File: config.mk
export PLATFORM = sky130hd
export DESIGN_NAME = accelerator_host_loader
export DESIGN_NICKNAME = d
export VERILOG_FILES = /design/src/rtl/hd_host_pkg.sv /design/src/rtl/accelerator_host_loader_phase_counter.sv /design/src/rtl/accelerator_host_loader.sv
export SDC_FILE = /design/constraint.sdc
export NUM_CORES = 1
export LEC_CHECK = 0
export CAP_MARGIN = 30
export CELL_PAD_IN_SITES_DETAIL_PLACEMENT = 0
export CELL_PAD_IN_SITES_GLOBAL_PLACEMENT = 2
export CORE_MARGIN = 2
export CORE_UTILIZATION = 25
export CTS_CLUSTER_DIAMETER = 150
export DETAILED_ROUTE_END_ITERATION = 7
export PLACE_DENSITY = 0.76
export SLEW_MARGIN = 30
export SYNTH_ARGS = -nofsm -noshare
export SYNTH_HDL_FRONTEND = slang
export SYNTH_HIERARCHICAL = 1
export SYNTH_SLANG_ARGS = --single-unit
export TNS_END_PERCENT = 30
File: constraint.sdc
create_clock -name clk -period 8.2 [get_ports clk]
set_input_delay 2.05 -clock clk [delete_from_list [all_inputs] [get_ports clk]]
set_output_delay 2.05 -clock clk [all_outputs]
set_load 0.03 [all_outputs]
File: src/rtl/hd_host_pkg.sv
// Shared types and defaults for the HD accelerator host loader.
// Holds the loader state encoding and phase sequencing helper.
package hd_host_pkg;

  localparam int HOST_WIDTH      = 32;
  localparam int DEF_PROJ_BEATS  = 125;
  localparam int DEF_FEAT_BEATS  = 514;
  localparam int DEF_CLASS_BEATS = 104000;
  localparam int DEF_NUM_CLASSES = 26;
  localparam int DEF_CNT_WIDTH   = 17;
  localparam int DEF_TIMEOUT     = 65535;

  typedef enum logic [2:0] {
    S_IDLE,
    S_ARST,
    S_PROJ,
    S_FEAT,
    S_CLASS,
    S_WAIT,
    S_RESULT
  } loader_state_t;

  // Next load phase after s, skipping phases configured with zero beats.
  function automatic loader_state_t phase_after(
    input loader_state_t s,
    input int            pb,
    input int            fb,
    input int            cb
  );
    loader_state_t n;
    n = S_WAIT;
    if (cb != 0 && s != S_CLASS) n = S_CLASS;
    if (fb != 0 && (s == S_ARST || s == S_PROJ)) n = S_FEAT;
    if (pb != 0 && s == S_ARST) n = S_PROJ;
    return n;
  endfunction

endpackage

File: src/rtl/accelerator_host_loader_phase_counter.sv
// Beat counter for one load phase: counts accepted beats up to a limit,
// wraps to zero on the last beat and flags that beat.
module phase_counter #(
  parameter int CNT_WIDTH = 17
) (
  input  logic                 i_clk,
  input  logic                 i_reset,
  input  logic                 i_clr,
  input  logic                 i_inc,
  input  logic [CNT_WIDTH-1:0] i_limit,
  output logic [CNT_WIDTH-1:0] o_count,
  output logic                 o_last
);

  logic [CNT_WIDTH-1:0] r_count;

  assign o_count = r_count;
  assign o_last  = (r_count == i_limit - CNT_WIDTH'(1));

  always_ff @(posedge i_clk) begin
    if (i_reset || i_clr) begin
      r_count <= '0;
    end else if (i_inc) begin
      r_count <= o_last ? '0 : r_count + CNT_WIDTH'(1);
    end
  end

endmodule

File: src/rtl/accelerator_host_loader.sv
// Host-side loader: streams host words into the accelerator's projection,
// feature and class write ports, then waits for and holds the result.
module accelerator_host_loader
  import hd_host_pkg::*;
#(
  parameter int PROJ_BEATS  = DEF_PROJ_BEATS,
  parameter int FEAT_BEATS  = DEF_FEAT_BEATS,
  parameter int CLASS_BEATS = DEF_CLASS_BEATS,
  parameter int NUM_CLASSES = DEF_NUM_CLASSES,
  parameter int CNT_WIDTH   = DEF_CNT_WIDTH,
  parameter int TIMEOUT     = DEF_TIMEOUT
) (
  input  logic                  clk,
  input  logic                  reset,
  input  logic                  start,
  input  logic [HOST_WIDTH-1:0] host_data,
  input  logic                  host_valid,
  output logic                  host_ready,
  output logic                  acc_reset,
  output logic                  projection_write,
  output logic                  feature_write,
  output logic                  class_write,
  output logic [1:0][15:0]      projections_in,
  output logic [31:0]           feature_in,
  output logic [7:0]            class_in,
  output logic [15:0]           coeffs_in,
  input  logic [15:0]           max_val,
  input  logic [15:0]           max_index,
  input  logic                  all_done,
  output logic [15:0]           result_val,
  output logic [15:0]           result_index,
  output logic                  result_valid,
  input  logic                  result_ack,
  output logic                  busy,
  output logic                  error
);

  loader_state_t        r_state;
  logic [15:0]          r_tmo;
  logic                 r_acc_reset;
  logic                 r_pw;
  logic                 r_fw;
  logic                 r_cw;
  logic [1:0][15:0]     r_proj;
  logic [31:0]          r_feat;
  logic [7:0]           r_cls;
  logic [15:0]          r_coef;
  logic [15:0]          r_rval;
  logic [15:0]          r_ridx;
  logic                 r_rvalid;
  logic                 r_err;

  logic                 w_ready;
  logic                 w_beat;
  logic                 w_last;
  logic [CNT_WIDTH-1:0] w_count;
  logic [CNT_WIDTH-1:0] w_limit;

  assign w_ready = (r_state == S_PROJ) ||
                   (r_state == S_FEAT) ||
                   (r_state == S_CLASS);
  assign w_beat  = host_valid && w_ready;

  always_comb begin
    w_limit = '0;
    case (r_state)
      S_PROJ:  w_limit = CNT_WIDTH'(PROJ_BEATS);
      S_FEAT:  w_limit = CNT_WIDTH'(FEAT_BEATS);
      S_CLASS: w_limit = CNT_WIDTH'(CLASS_BEATS);
      default: w_limit = '0;
    endcase
  end

  phase_counter #(
    .CNT_WIDTH (CNT_WIDTH)
  ) u_phase_cnt (
    .i_clk   (clk),
    .i_reset (reset),
    .i_clr   (r_state == S_ARST),
    .i_inc   (w_beat),
    .i_limit (w_limit),
    .o_count (w_count),
    .o_last  (w_last)
  );

  always_ff @(posedge clk) begin
    if (reset) begin
      r_state     <= S_IDLE;
      r_tmo       <= '0;
      r_acc_reset <= 1'b1;
      r_pw        <= 1'b0;
      r_fw        <= 1'b0;
      r_cw        <= 1'b0;
      r_proj      <= '0;
      r_feat      <= '0;
      r_cls       <= '0;
      r_coef      <= '0;
      r_rval      <= '0;
      r_ridx      <= '0;
      r_rvalid    <= 1'b0;
      r_err       <= 1'b0;
    end else begin
      r_pw        <= 1'b0;
      r_fw        <= 1'b0;
      r_cw        <= 1'b0;
      r_acc_reset <= 1'b0;
      r_tmo       <= '0;
      unique case (r_state)
        S_IDLE: begin
          if (start) begin
            r_state     <= S_ARST;
            r_acc_reset <= 1'b1;
          end
        end
        S_ARST: begin
          r_err   <= 1'b0;
          r_state <= phase_after(S_ARST, PROJ_BEATS,
                                 FEAT_BEATS, CLASS_BEATS);
        end
        S_PROJ: begin
          if (w_beat) begin
            r_pw   <= 1'b1;
            r_proj <= host_data;
            if (w_last)
              r_state <= phase_after(S_PROJ, PROJ_BEATS,
                                     FEAT_BEATS, CLASS_BEATS);
          end
        end
        S_FEAT: begin
          if (w_beat) begin
            r_fw   <= 1'b1;
            r_feat <= host_data;
            if (w_last)
              r_state <= phase_after(S_FEAT, PROJ_BEATS,
                                     FEAT_BEATS, CLASS_BEATS);
          end
        end
        S_CLASS: begin
          if (w_beat) begin
            r_cw  <= 1'b1;
            r_cls <= host_data[7:0];
            if (w_count < CNT_WIDTH'(NUM_CLASSES))
              r_coef <= host_data[31:16];
            if (w_last) r_state <= S_WAIT;
          end
        end
        S_WAIT: begin
          // Saturating count of cycles spent without all_done.
          r_tmo <= (r_tmo == '1) ? r_tmo : r_tmo + 16'd1;
          if (all_done) begin
            r_rval   <= max_val;
            r_ridx   <= max_index;
            r_rvalid <= 1'b1;
            r_state  <= S_RESULT;
          end else if (r_tmo == 16'(TIMEOUT - 1)) begin
            r_err   <= 1'b1;
            r_state <= S_IDLE;
          end
        end
        S_RESULT: begin
          if (result_ack) begin
            r_rvalid <= 1'b0;
            r_state  <= S_IDLE;
          end
        end
        default: r_state <= S_IDLE;
      endcase
    end
  end

  assign host_ready       = w_ready;
  assign busy             = (r_state != S_IDLE);
  assign acc_reset        = r_acc_reset;
  assign projection_write = r_pw;
  assign feature_write    = r_fw;
  assign class_write      = r_cw;
  assign projections_in   = r_proj;
  assign feature_in       = r_feat;
  assign class_in         = r_cls;
  assign coeffs_in        = r_coef;
  assign result_val       = r_rval;
  assign result_index     = r_ridx;
  assign result_valid     = r_rvalid;
  assign error            = r_err;

endmodule

==> metrics.md, run 1 <==
| Metric | Value |
|---|---|
| P&R area growth vs syn | `41.98%` |
| Initial antenna violation count | `0` |
| Layout net count | `1105` |
| Gr ovfl total | `0` |
| # resized after CTS | `0` |
| Largest net degree at the start of global routing | `97` |
| Share of post-route cells with drive strength above 1 | `under 10%` |
| CP max stage delay | `approximately 0.68 ns` |
| Post-Synth Simple-Gate Area | `around 27%` |
| Fmax | `~240 MHz` |
| Final worst-path setup slack | `3.979 ns` |
| Via-to-Cell Ratio | `4.458` |
| Core footprint | `27030 sq um` |
| Die area | `between 20000 and 30000 sq um` |
| Seq/Total Area, Yosys | `roughly 47%` |
| Clock latency on the worst-skew pair | `0.43 ns` |
| Hold buffers post-CTS | `0` |
| Placed Cells | `~1.4k` |
| Die height | `between 150 and 200 um` |
| Final Hold Viols | `0` |
| Maxcap violations | `0` |
| RSZ-0062 raised after global routing | `false` |
| Clk_skew | `about 0.016 ns` |
| Post-synth top flop | `dfxtp_1` |
| Fin crit share | `between 50 and 60%` |
| CTS Root Cell | `clkbuf_16` |
| Die W | `around 170 um` |
| All-layer global routing usage | `about 15%` |
| I/O Pins | `roughly 200` |
| XOR/XNOR Fraction of Synth Area | `just over 6%` |
| Critical-path cell list | `nor2b_4, nand2b_2, nand2_1, clkdlybuf4s50_1` |
| Total number of vias | `slightly above 6k` |
| H-tree depth | `4` |
| TNS Setup | `0 ns` |
| Register bit total from synthesis | `162` |
| Dpl hpwl | `~15000 um` |
| Vias in the first global route | `around 6.0k` |
| RePlAce Congestion | `0.7188` |
| Delay-heaviest family, CP | `buffers and inverters` |
| CP required | `between 6 and 7 ns` |
| Worst path slowest cell | `clkdlybuf4s50_1` |
| FFs w/ async S/R, synth | `0%` |
| Arrival @ worst endpoint | `approximately 2.2 ns` |
| 1st-pass router iterations | `4` |
| Most frequent cells in the layout | `nand2_1 (234), clkdlybuf4s50_1 (196), dfxtp_1 (162)` |
| Drc violations | `0` |
| VDD IR-drop max | `roughly 130 uV` |
| Rows | `60` |
| Worst-path fanout max | `13` |
| Worst setup path startpoint | `r_state[2]` |
| Lkg Pwr | `approximately 3.3 nW` |
| Multiplexer share of the synthesized area | `2.320%` |
| Hold Path Class | `register to register` |
| Pins over their slew limit | `0` |
| DP Worst Slack | `about 4 ns` |
| Kind of critical path | `register to primary output` |
| Post-Syn Area | `roughly 6900 sq um` |
| Post-Synth Adder-Cell Area | `less than 1%` |
| Initial core utilization | `approximately 26%` |
| Post-synthesis cell type count | `66` |
| Post-synth EDFFs | `0` |
| Largest family of logic cells by synthesized area | `simple AND/OR/NAND/NOR gates` |
| Number of buffers and inverters on the critical path | `1` |
| Syn Inst Count | `approximately 830` |
| Worst setup EP type | `primary output` |
| DRT Wirelength | `between 20000 and 25000 um` |
| PortBufs | `197` |
| Drt wl/cell | `approximately 16 um` |
| R2R Path Start | `r_state[2]` |
| Diodes inserted | `0` |
| Mean Syn Cell Area | `approximately 8.3 sq um` |
| Slew of the pin with the lowest slew margin | `approximately 0.79 ns` |
| Number of post-CTS setup repair buffers | `0` |
| Yosys warning count | `6` |
| Clock transition at path regs | `0.07 ns` |
| Startpoint types | `register` |
| Commonest non-fill, non-tap cell in the layout | `nand2_1` |
| Fillcell total | `approximately 2.8k` |
| CTS tree | `yes` |
| Compound-gate portion of the synthesized area | `12.60%` |
| Slew HR | `~47%` |
| CTS Sinks | `around 160` |
| Final setup vio count | `0` |
| Non-Filler Instances | `about 1.4k` |
| Pwr dens | `roughly 230 nW/um^2` |
| CTS Buf Count | `17` |
| Longest Clk Path Bufs | `2` |
| DRT antenna net count | `0` |
| Tmin final | `~4.2 ns` |
| Hold Startpoint | `class_in[1]` |
| First-pass GRT wire length | `33640 um` |
| Outcome | `finished clean` |
| DR iter-0 viols | `between 300 and 400` |
[state kept, by name (all words and copies together), names as in the netlist]
signal / count
class_write: 1
result_index: 16
error: 1
feature_in: 32
result_val: 16
u_phase_cnt/o_count: 17
result_valid: 1
r_state: 3
r_tmo: 16
projection_write: 1
class_in: 8
feature_write: 1
acc_reset: 1
coeffs_in: 16
projections_in: 32
[metal layers]
layer  track usage, %  routed length, um
met2            24.51               9980
met5                0                  0
met1            18.56               9884
met3            4.953               1546
met4            3.679                232
[power by group]
group / internal (mW) / switching [mW]
Combinational: 0.229 / 0.344
Sequential: 0.826 / 0.0344
Clock: 0.412 / 0.376
Total: 1.47 / 0.754
[through the flow]
stage               hold WS (ns)  utilization (%)  instance area (sq um)  power [mW]
floorplan                 0.4745                -                   6982       1.268
global placement          0.4407            34.10                   9216       1.458
detailed placement        0.4459            34.12                   9220       1.457
CTS                       0.4558            36.26                   9801       2.254
global route              0.4714            36.26                   9801       2.338
finish                    0.4518            36.26                   9801       2.221
[worst register-to-register path: cells and delay by family (launching register included)]
kind / cells / cell delay [ns]
simple gates: 6 / 1.53
compound gates: 5 / 1.34
flops: 1 / 0.58
buf+inv: 2 / 0.36
[cells in the mapped netlist, drive strengths merged (3+ instances only)]
| library cell | n | area [sq um] |
|---|---|---|
| a211oi | 6 | 45.04 |
| a21oi | 115 | 575.6 |
| a311oi | 3 | 26.28 |
| a31oi | 4 | 25.02 |
| and2 | 4 | 25.02 |
| and3 | 8 | 50.05 |
| and4 | 3 | 27.53 |
| buf | 16 | 111.4 |
| clkbuf | 30 | 112.6 |
| dfxtp | 162 | 3243 |
| ha | 4 | 50.05 |
| inv | 11 | 41.29 |
| mux2i | 16 | 160.2 |
| nand2 | 236 | 900.9 |
| nand2b | 5 | 36.29 |
| nand3 | 16 | 85.08 |
| nand3b | 4 | 30.03 |
| nand4 | 12 | 117.6 |
| nor2 | 63 | 292.8 |
| nor3 | 14 | 96.35 |
| nor3b | 3 | 22.52 |
| nor4 | 11 | 81.32 |
| o211ai | 4 | 30.03 |
| o21ai | 6 | 41.29 |
| or3 | 4 | 25.02 |
| xnor2 | 32 | 280.3 |
| xor2 | 16 | 140.1 |
[kinds of logic (layout without fill, tap and decap cells)]
logic type,count (synthesis),after routing
flip-flops,162,162
XOR/XNOR,48,48
AND/OR/NAND/NOR,394,394
multiplexers,16,16
adder cells (fa/ha/maj),4,4
other,1,22
AO/OA/AOI/OAI,150,150
buffers and inverters,57,248
[area by class of cell]
| cell class | count | area (sq um) | share of cell area (%) |
|---|---|---|---|
| timing repair buffer | 205 | 2033 | 20.75 |
| clock inverter | 14 | 141.4 | 1.443 |
| sequential | 162 | 3243 | 33.09 |
| inverter | 11 | 41.29 | 0.4213 |
| clock buffer | 18 | 439.2 | 4.481 |
| tap | 341 | 426.7 | 4.353 |
| multi-input combinational | 634 | 3476 | 35.47 |
[worst paths after layout]
path,end,slack (ns),cells past startpoint
max,host_ready,3.98,4
min,class_in[1],0.45,2
max reg2reg,r_state[1],4.31,13
min reg2reg,class_in[1],0.45,2
Power figures use the tool's default switching activity.
==> run 2: changes to the inputs <==
--- a/config.mk
+++ b/config.mk
@@ -12,7 +12,7 @@
 export CORE_UTILIZATION = 25
 export CTS_CLUSTER_DIAMETER = 150
 export DETAILED_ROUTE_END_ITERATION = 7
-export PLACE_DENSITY = 0.76
+export PLACE_DENSITY = 0.79
 export SLEW_MARGIN = 30
 export SYNTH_ARGS = -nofsm -noshare
 export SYNTH_HDL_FRONTEND = slang
==> constraint.sdc (replaced) <==
create_clock -name clk -period 3.81 [get_ports clk]
set_input_delay 0.9525 -clock clk [delete_from_list [all_inputs] [get_ports clk]]
set_output_delay 0.9525 -clock clk [all_outputs]
set_load 0.03 [all_outputs]
==> run 2 against run 1 <==
Against the previous run: final area is 0.84% higher; sequential share of layout area is 0.26 points lower; first-iteration DRC count is 2.6% lower; register-to-register slack worse by 3.8 ns; critical path type is now register to register; critical endpoint is now r_state[1]; highest routed layer is now met5.
==> metrics.md, run 2 (synthesized netlist as in run 1, its figures left out) <==
| Metric | Value |
|---|---|
| Share of post-route cells with drive strength above 1 | `under 10%` |
| I/O Pins | `roughly 200` |
| Clock power share | `between 30% and 40%` |
| Switching part of the total power | `between 30% and 40%` |
| Die area | `28960 sq um` |
| Clock latency on the worst-skew pair | `0.43 ns` |
| Clock transition at path regs | `roughly 0.070 ns` |
| CP required | `4.14 ns` |
| Slew of the pin with the lowest slew margin | `~0.7 ns` |
| Diodes inserted | `0` |
| Core footprint | `27030 sq um` |
| Net Switching | `1.635 mW` |
| # resized after CTS | `0` |
| CTS Sinks | `approximately 160` |
| CTS tree | `yes` |
| Clk_skew | `0.01811 ns` |
| Worst-path fanout max | `12` |
| CTS Root Cell | `clkbuf_16` |
| Maxcap violations | `0` |
| Worst setup EP type | `register` |
| Reg2reg setup slack | `around 0.48 ns` |
| Startpoint types | `register` |
| Fin crit share | `approximately 87%` |
| Final setup vio count | `0` |
| Met3 wire len | `1493 um` |
| Largest net degree at the start of global routing | `87` |
| Storage cell area | `approximately 3200 sq um` |
| Met2 wire len | `9256 um` |
| 1st-pass router iterations | `4` |
| DR iter-0 viols | `334` |
| RePlAce Congestion | `around 0.81` |
| Arrival @ worst endpoint | `3.67 ns` |
| PortBufs | `197` |
| Rows | `60` |
| Tmin final | `roughly 3.3 ns` |
| Internal | `3.187 mW` |
| Vias in the first global route | `roughly 6k` |
| TNS Setup | `0 ns` |
| Top Metal Used | `met5` |
| CTS Buf Count | `17` |
| Die height | `approximately 170 um` |
| Fillcell total | `between 2k and 3k` |
| Initial antenna violation count | `1` |
| Die W | `roughly 170 um` |
| Outcome | `finished clean` |
| Sequential power share | `approximately two fifths` |
| Gr ovfl total | `0` |
| DP Worst Slack | `roughly 0.36 ns` |
| P&R area growth vs syn | `43.18%` |
| Layout net count | `~1.1k` |
| Commonest non-fill, non-tap cell in the layout | `nand2_1` |
| Kind of critical path | `register to register` |
| Slew HR | `51.79%` |
| First-pass GRT wire length | `about 33000 um` |
| Longest Clk Path Bufs | `2` |
| All-layer global routing usage | `about 15%` |
| VDD IR-drop max | `about 310 uV` |
| Dpl hpwl | `14470 um` |
| Lkg Pwr | `3.302 nW` |
| Via-to-Cell Ratio | `between 4 and 5` |
| Drt wl/cell | `~15 um` |
| Wl on met1 | `10030 um` |
| Initial core utilization | `25.54%` |
| Hold buffers post-CTS | `0` |
| Multi-input logic area | `3476 sq um` |
| Final Hold Viols | `0` |
| RSZ-0062 raised after global routing | `false` |
| Most frequent cells in the layout | `nand2_1 (234), clkdlybuf4s50_1 (196), dfxtp_1 (161)` |
| Hold Path Class | `register to register` |
| DRT antenna net count | `0` |
| Pins over their slew limit | `0` |
| Final worst-path setup slack | `about 0.48 ns` |
| Number of post-CTS setup repair buffers | `0` |
| DRT Wirelength | `around 21000 um` |
| Comb power frac | `between 20% and 30%` |
| Total number of vias | `slightly above 6k` |
| H-tree depth | `4` |
| Fmax | `roughly 300 MHz` |
| Pwr dens | `about 490 nW/um^2` |
| Drc violations | `0` |
-- run 2: changes by cell type in the layout (fill, tap and decap cells not counted), sizes merged --
cell	before	now
buf	9	13
clkbuf	18	17
clkinv	4	6
clkinvlp	3	2
-- run 2: power by group through the flow --
stage	sequential (mW)	clock, mW	combinational, mW
2_1_floorplan	2.00	0	0.731
3_3_place_gp	1.87	0	1.30
3_5_place_dp	1.87	0	1.30
4_1_cts	1.84	1.77	1.30
5_1_grt	1.85	1.84	1.42
6_report	1.84	1.70	1.29
-- run 2: final timing paths --
check | start | to | depth (start not counted)
worst max register to register | r_state[2] | r_state[1] | 15
worst max-delay path | r_state[2] | r_state[1] | 15
worst min-delay path | result_index[0] | result_index[0] | 2
worst min register to register | result_index[0] | result_index[0] | 2
-- run 2: worst max-delay path, cell delays in order (launching register included) --
cell	delay, ns
dfxtp_1	0.31
buf_4	0.17
nor2b_4	0.14
nand2b_2	0.10
o21ai_0	0.20
nor4_1	0.63
nand4_1	0.20
nand3b_1	0.23
a22oi_2	0.18
nand4_4	0.17
inv_1	0.10
nand2_1	0.07
o211ai_1	0.20
and3_1	0.24
a21oi_1	0.08
a311oi_1	0.23
-- run 2: metal layers --
layer	GRT usage [%]	vias up
li1	-	3168
met1	19.19	2835
met2	22.73	152
met3	4.907	20
met4	4.125	2
met5	0	-
-- run 2: per-stage QoR --
stage          power, mW  hold slack [ns]  utilization (%)  cell area (sq um)  cells
6_report           4.822           0.4531            36.57               9883   1389
5_1_grt            5.100           0.4703            36.57               9883   1389
4_1_cts            4.907           0.4558            36.56               9882   1389
3_5_place_dp       3.174           0.4459            34.40               9296   1357
3_3_place_gp       3.175           0.4413            34.40               9296   1357
2_1_floorplan      2.731           0.4745                -               6984    853
-- run 2: layout make-up --
cell class              count  area share (%)
multi-input cells         634           35.17
flip-flops and latches    162           32.83
inverters                  11          0.4178
well taps                 341           4.317
clock inverters            15           1.620
repair buffers            209           21.34
clock buffers              17           4.304
